## src/rtl/riscv_32i_defs_pkg.sv

```systemverilog
// Shared RV32I definitions: architectural widths, register index type and the
// hard-wired zero register.
package riscv_32i_defs_pkg;

  localparam int unsigned XLEN       = 32;
  localparam int unsigned NUM_REGS   = 32;
  localparam int unsigned REG_ADDR_W = 5;

  typedef logic [XLEN-1:0]       word_t;
  typedef logic [REG_ADDR_W-1:0] reg_addr_t;

  localparam reg_addr_t ZERO_REG = 5'd0;

endpackage

```

## src/rtl/rv32i_reg_file.sv

```systemverilog
// RV32I integer register file: x1..x31 storage, two combinational read ports,
// one synchronous write port; x0 has no storage and always reads zero.
module rv32i_reg_file #(
  parameter int unsigned XLEN     = riscv_32i_defs_pkg::XLEN,
  parameter int unsigned NUM_REGS = riscv_32i_defs_pkg::NUM_REGS,
  parameter int unsigned ADDR_W   = riscv_32i_defs_pkg::REG_ADDR_W
) (
  input  logic              clk,
  input  logic              rst_n,
  input  logic              wr_en,
  input  logic [ADDR_W-1:0] wr_reg,
  input  logic [XLEN-1:0]   wr_data,
  input  logic [ADDR_W-1:0] rd_reg_1,
  input  logic [ADDR_W-1:0] rd_reg_2,
  output logic [XLEN-1:0]   rd_data_1,
  output logic [XLEN-1:0]   rd_data_2
);

  import riscv_32i_defs_pkg::*;

  logic [XLEN-1:0] regs_q [1:NUM_REGS-1];

  always_ff @(posedge clk or negedge rst_n) begin
    if (!rst_n) begin
      for (int i = 1; i < NUM_REGS; i++) begin
        regs_q[i] <= '0;
      end
    end else if (wr_en && (wr_reg != ZERO_REG)) begin
      regs_q[wr_reg] <= wr_data;
    end
  end

  // No write bypass: a same-cycle write becomes visible only after the edge.
  always_comb begin
    rd_data_1 = '0;
    rd_data_2 = '0;
    if (rd_reg_1 != ZERO_REG) rd_data_1 = regs_q[rd_reg_1];
    if (rd_reg_2 != ZERO_REG) rd_data_2 = regs_q[rd_reg_2];
  end

endmodule

```

## config.mk

```make
export PLATFORM = sky130hd
export DESIGN_NAME = rv32i_reg_file
export DESIGN_NICKNAME = d
export VERILOG_FILES = /design/src/rtl/riscv_32i_defs_pkg.sv /design/src/rtl/rv32i_reg_file.sv
export SDC_FILE = /design/constraint.sdc
export NUM_CORES = 2
export LEC_CHECK = 0
export CAP_MARGIN = 20
export CORE_ASPECT_RATIO = 0.75
export CORE_UTILIZATION = 60
export CTS_BUF_LIST = sky130_fd_sc_hd__clkbuf_2
export DETAILED_ROUTE_END_ITERATION = 12
export PLACE_DENSITY = 0.77
export SYNTH_ARGS = -nofsm -noshare
export SYNTH_HDL_FRONTEND = slang
export SYNTH_SLANG_ARGS = --single-unit
```

## constraint.sdc

```tcl
create_clock -name clk -period 5.21 [get_ports clk]
set_input_delay 1.3025 -clock clk [delete_from_list [all_inputs] [get_ports clk]]
set_output_delay 1.3025 -clock clk [all_outputs]
set_load 0.05 [all_outputs]
```

=== Word-level counts from Yosys, hierarchy flattened ===
Index checks and enable logic that the tools add are counted.
W data, S select, Z words.

* Flip-flop bits (word level): 992
* Output and inout port bits: 64
* Word-level logic and storage cells: 54

* Order comparisons: 4
* Mux-type cells: 11
* Bitwise operators: 3
* Reductions and logical operators: 5

{| class="wikitable"
|+ Operators with widths
! operator !! number
|-
| $bwmux W992 || 1
|-
| $bmux W32 S5 || 2
|-
| $mux W32 || 7
|-
| $demux W32 S5 || 1
|-
| $ge A6 B6 Y1 const B || 3
|-
| $not A5 Y6 || 3
|-
| $reduce_bool A5 Y1 || 3
|-
| $lt A6 B1 Y1 const B || 1
|-
| $logic_and A1 B1 Y1 || 2
|}

=== Depth between registers and ports, before layout ===
* Word-level depth: 6
* Gate-level depth with buffers: 9
* Depth with buffers taken out: 4

=== Worst setup path before layout ===
OpenSTA, ideal clock, no wires.

* Kind: in2out
* From: in rd_reg_1[1]
* To: out rd_data_1[31]
* Data arrival time: 3.886 ns
* Setup slack: 0.021 ns
* Stages: 7
* Buffers on the path: 3
* Cell sequence: buf_2 buf_6 or2_2 buf_2 o22ai_1 nor3_1 nor4b_1

* Longest elaborated chain between the ends: 5
* Elaborated cells between the ends (all ways): 6
* Classes of those cells: mux (4); bitwise (1); reduce/logical (1)

{| class="wikitable"
|+ RTL lines
! what !! line !! source
|-
| start: declaration || rv32i_reg_file.sv:13 || <nowiki>input logic [ADDR_W-1:0] rd_reg_1,</nowiki>
|-
| $not A5 Y6 (not written as such) || rv32i_reg_file.sv:37 || <nowiki>if (rd_reg_1 != ZERO_REG) rd_data_1 = regs_q[rd_reg_1];</nowiki>
|-
| $bmux W32 S5 || rv32i_reg_file.sv:37 ||
|-
| $mux W32 (not written as such) (2 in a row) || rv32i_reg_file.sv:37 ||
|-
| $mux W32 * || rv32i_reg_file.sv:37 ||
|-
| end: declaration || rv32i_reg_file.sv:15 || <nowiki>output logic [XLEN-1:0] rd_data_1,</nowiki>
|}

Every way passes the cells marked *; elsewhere a longest branch is shown, timed or not. The select of a mux whose other input is x is not followed.

=== Final worst setup path ===
* From: in rd_reg_1[4]
* To: out rd_data_1[26]

Same word-level chain as after synthesis.

==> results.sh <==
export IMPL_ys_warn_count=0
export IMPL_grt_max_degree=106
export IMPL_clock_latency_ps=1620
export IMPL_leakage_nw=27.3
export IMPL_die_area_um2=90200
export IMPL_fin_area_um2=59500
export IMPL_rsz0062_at_grt="no"
export IMPL_peakVddDrop_mv=0.243
export IMPL_clkTransAtPathRegs_ps=100
export IMPL_vias=39100
export IMPL_hold_path_class="input pin to async pin"
export IMPL_overflow=0
export IMPL_initial_core_util_pct=60.8
export IMPL_place_hpwl_um=109000
export IMPL_reg_top3="regs_q (992)"
export IMPL_rows=94
export IMPL_grt_pass1_vias=39500
export IMPL_clock_sinks=992
export IMPL_place_gp_congestion=0.911
export IMPL_synthMuxAreaShare_pct=39.8
export IMPL_grt_first_pass_wirelength_um=257000
export IMPL_fin_nets=4271
export IMPL_cts_max_path_buffers=3
export IMPL_cts_repair_timing_setup_buffer_count=0
export IMPL_cts_made_buffers=227
export IMPL_first_iter_violations=4464
export IMPL_route_detailed_drc=0
export IMPL_worst_path_largest_cell_delay_ps=840
export IMPL_crit_slowest_cell="a211oi_1"
export IMPL_cp_common_cell="buf_12"
export IMPL_fillCellCount=6383
export IMPL_synth_top_family_by_area="multiplexers"
export IMPL_htree_levels=4
export IMPL_io_buffers=113
export IMPL_crit_fanout=16
export IMPL_cts_tree="yes"
export IMPL_track_usage_pct=38.5
export IMPL_multi_input_area_um2=26700
export IMPL_cellPowerDensity_nw_per_um2=349
export IMPL_critical_path_class="input pin to output port"
export IMPL_synth_cells=4066
export IMPL_worst_slack_ps=2.55
export IMPL_synth_compound_area_share_pct=6.58
export IMPL_drive_gt1_share_pct=43.2
export IMPL_status="completed"
export IMPL_skew_ps=0
export IMPL_die_w_um=346
export IMPL_tightest_slew_ps=1150
export IMPL_ios=114
export IMPL_post_place_ws_ps=-32.4
export IMPL_synthToLayoutAreaGrowth_pct=11.5
export IMPL_worstSetupEndpointType="output port"
export IMPL_die_y_um=260
export IMPL_path_cells="clkdlybuf4s50_1 -> or3b_2 -> buf_12 -> o22ai_1 -> or3_1 -> a211oi_1 -> buf_12"
export IMPL_synth_yosys_seq_area_share_pct=46.5
export IMPL_avgRoutedWirePerCell_um=31.3
export IMPL_fin_crit_sh_pct=100
export IMPL_finalMaxSlewViolations=0
export IMPL_synthSimpleGateAreaFrac_pct=3.15
export IMPL_setup_violations=0
export IMPL_synth_xor_area_share_pct=0
export IMPL_synth_edf_count=0
export IMPL_critPathRequiredTime_ps=3910
export IMPL_max_cap_violations=0
export IMPL_tns_ps=0
export IMPL_core_um2=87900
export IMPL_ys_flop_type="dfrtp_1"
export IMPL_wl_um=173000
export IMPL_synth_adder_area_share_pct=0
export IMPL_ant_nets=0
export IMPL_largest_reg_flops=992
export IMPL_regArea_um2=24800
export IMPL_root_buffer="clkbuf_2"
export IMPL_ys_async_sr_fraction_pct=100
export IMPL_reg2regPathDepth=1
export IMPL_grt_antenna_before_repair=7
export IMPL_fmax_ghz=0.192
export IMPL_synth_area_um2=53400
export IMPL_ys_seq_elements=992
export IMPL_fin_crit_ps=5210
export IMPL_start_kind="input pin"
export IMPL_hold_viol_final=0
export IMPL_regMostFlops="regs_q"
export IMPL_place_area_um2=57300
export IMPL_drtPass1Iterations=6
export IMPL_ys_types=41
export IMPL_max_slew_margin_pct=23.3
export IMPL_syn_num_nets=4116
export IMPL_vias_per_cell=7.06
export IMPL_worstPathArrival_ps=3900
export IMPL_postSynthAreaPerCell_um2=13.1
[power breakdown]
group	internal (W)	total [W]	switching, W	leakage [nW]
sequential	0.00920	0.0104	0.00120	12.7
clock	0.00192	0.00512	0.00319	1.53
combinational	0.00286	0.00529	0.00243	13.1
total	0.0140	0.0208	0.00682	27.3
[stage by stage]
stage               total power, W  hold slack, ps  instances  utilization [%]
finish                      0.0208             324       5537             67.7
global route                0.0217             365       5536             67.7
CTS                         0.0207             251       5520             67.5
detailed placement          0.0157             496       5135             65.2
global placement            0.0154             487       5132             65.2
floorplan                   0.0138             470       4066                -
[synth_stat cells (2+ instances only)]
master / instances / share of area [%]
a211oi_1: 63 / 0.89
a21oi_1: 32 / 0.30
a221o_1: 32 / 0.60
a221oi_1: 31 / 0.51
a22oi_1: 64 / 0.90
and2b_1: 2 / 0.028
and3_1: 3 / 0.035
buf_1: 25 / 0.18
buf_2: 185 / 1.7
buf_4: 17 / 0.24
buf_6: 17 / 0.36
buf_8: 2 / 0.056
clkbuf_1: 188 / 1.3
dfrtp_1: 992 / 46
mux2_1: 79 / 1.7
mux2_2: 1041 / 22
mux2i_1: 577 / 11
mux4_2: 128 / 5.4
nand2_1: 19 / 0.13
nand2b_1: 10 / 0.12
nand3_1: 5 / 0.047
nand3b_1: 2 / 0.028
nor2_1: 15 / 0.11
nor2b_1: 41 / 0.48
nor3_1: 131 / 1.2
nor4_1: 29 / 0.34
nor4_2: 3 / 0.070
o22ai_1: 287 / 3.4
or2_2: 3 / 0.035
or3_1: 32 / 0.37
[final timing paths]
check | start | slack (ps) | end
max reg2reg | regs_q[93]$_DFFE_PN0P_ | 4370 | regs_q[93]$_DFFE_PN0P_
min in group clk | wr_data[11] | 420 | regs_q[843]$_DFFE_PN0P_
min | rst_n | 320 | regs_q[302]$_DFFE_PN0P_
min reg2reg | regs_q[580]$_DFFE_PN0P_ | 520 | regs_q[580]$_DFFE_PN0P_
max | rd_reg_1[4] | 3 | rd_data_1[26]
max in group asynchronous | rst_n | 3510 | regs_q[368]$_DFFE_PN0P_
[cells by family after synthesis]
kind of cell,Yosys count
AOI/OAI and AO/OA,510
muxes,1825
and+or+nand+nor,304
DFF,992
buffers and inverters,435
[layout make-up]
type                    instances  area share (%)
flip-flops and latches        992            41.7
clock inverters                56           0.614
multi-input cells            2639            44.9
well taps                    1152            2.42
diodes                          9          0.0378
repair buffers                361            7.53
clock buffers                 328            2.76
[repair_timing]
action                                  in CTS  in global routing
endpoints found under the setup margin       1                  3
endpoints found under the hold margin       88                  0
gates resized for setup                      1                  3
hold buffers                                 1                  0
[layer usage]
layer,global-route usage [%],part of all wire [%],vias to the layer above
met5,0,0,-
met3,10.0,11,581
met1,51.6,40,20100
met4,20.4,5.1,0
li1,-,-,15900
met2,57.7,44,2519
[worst max-delay path, delay by kind of cell]
kind | cells | cell delay [ps]
buf+inv | 3 | 1060
compound gates | 2 | 940
simple gates | 2 | 590
[placed cells by master (no fill, tap or decap), types with 41 or more instances in the layout]
cell type and instances:
a211oi_1 60, a22oi_1 64, buf_12 121, buf_4 181
clkbuf_2 328, clkdlybuf4s50_1 42, clkinv_1 41, dfrtp_1 992
mux2_1 79, mux2_2 1041, mux2i_1 577, mux4_2 128
nor3_1 131, o22ai_1 287
Power figures use the tool's default switching activity.
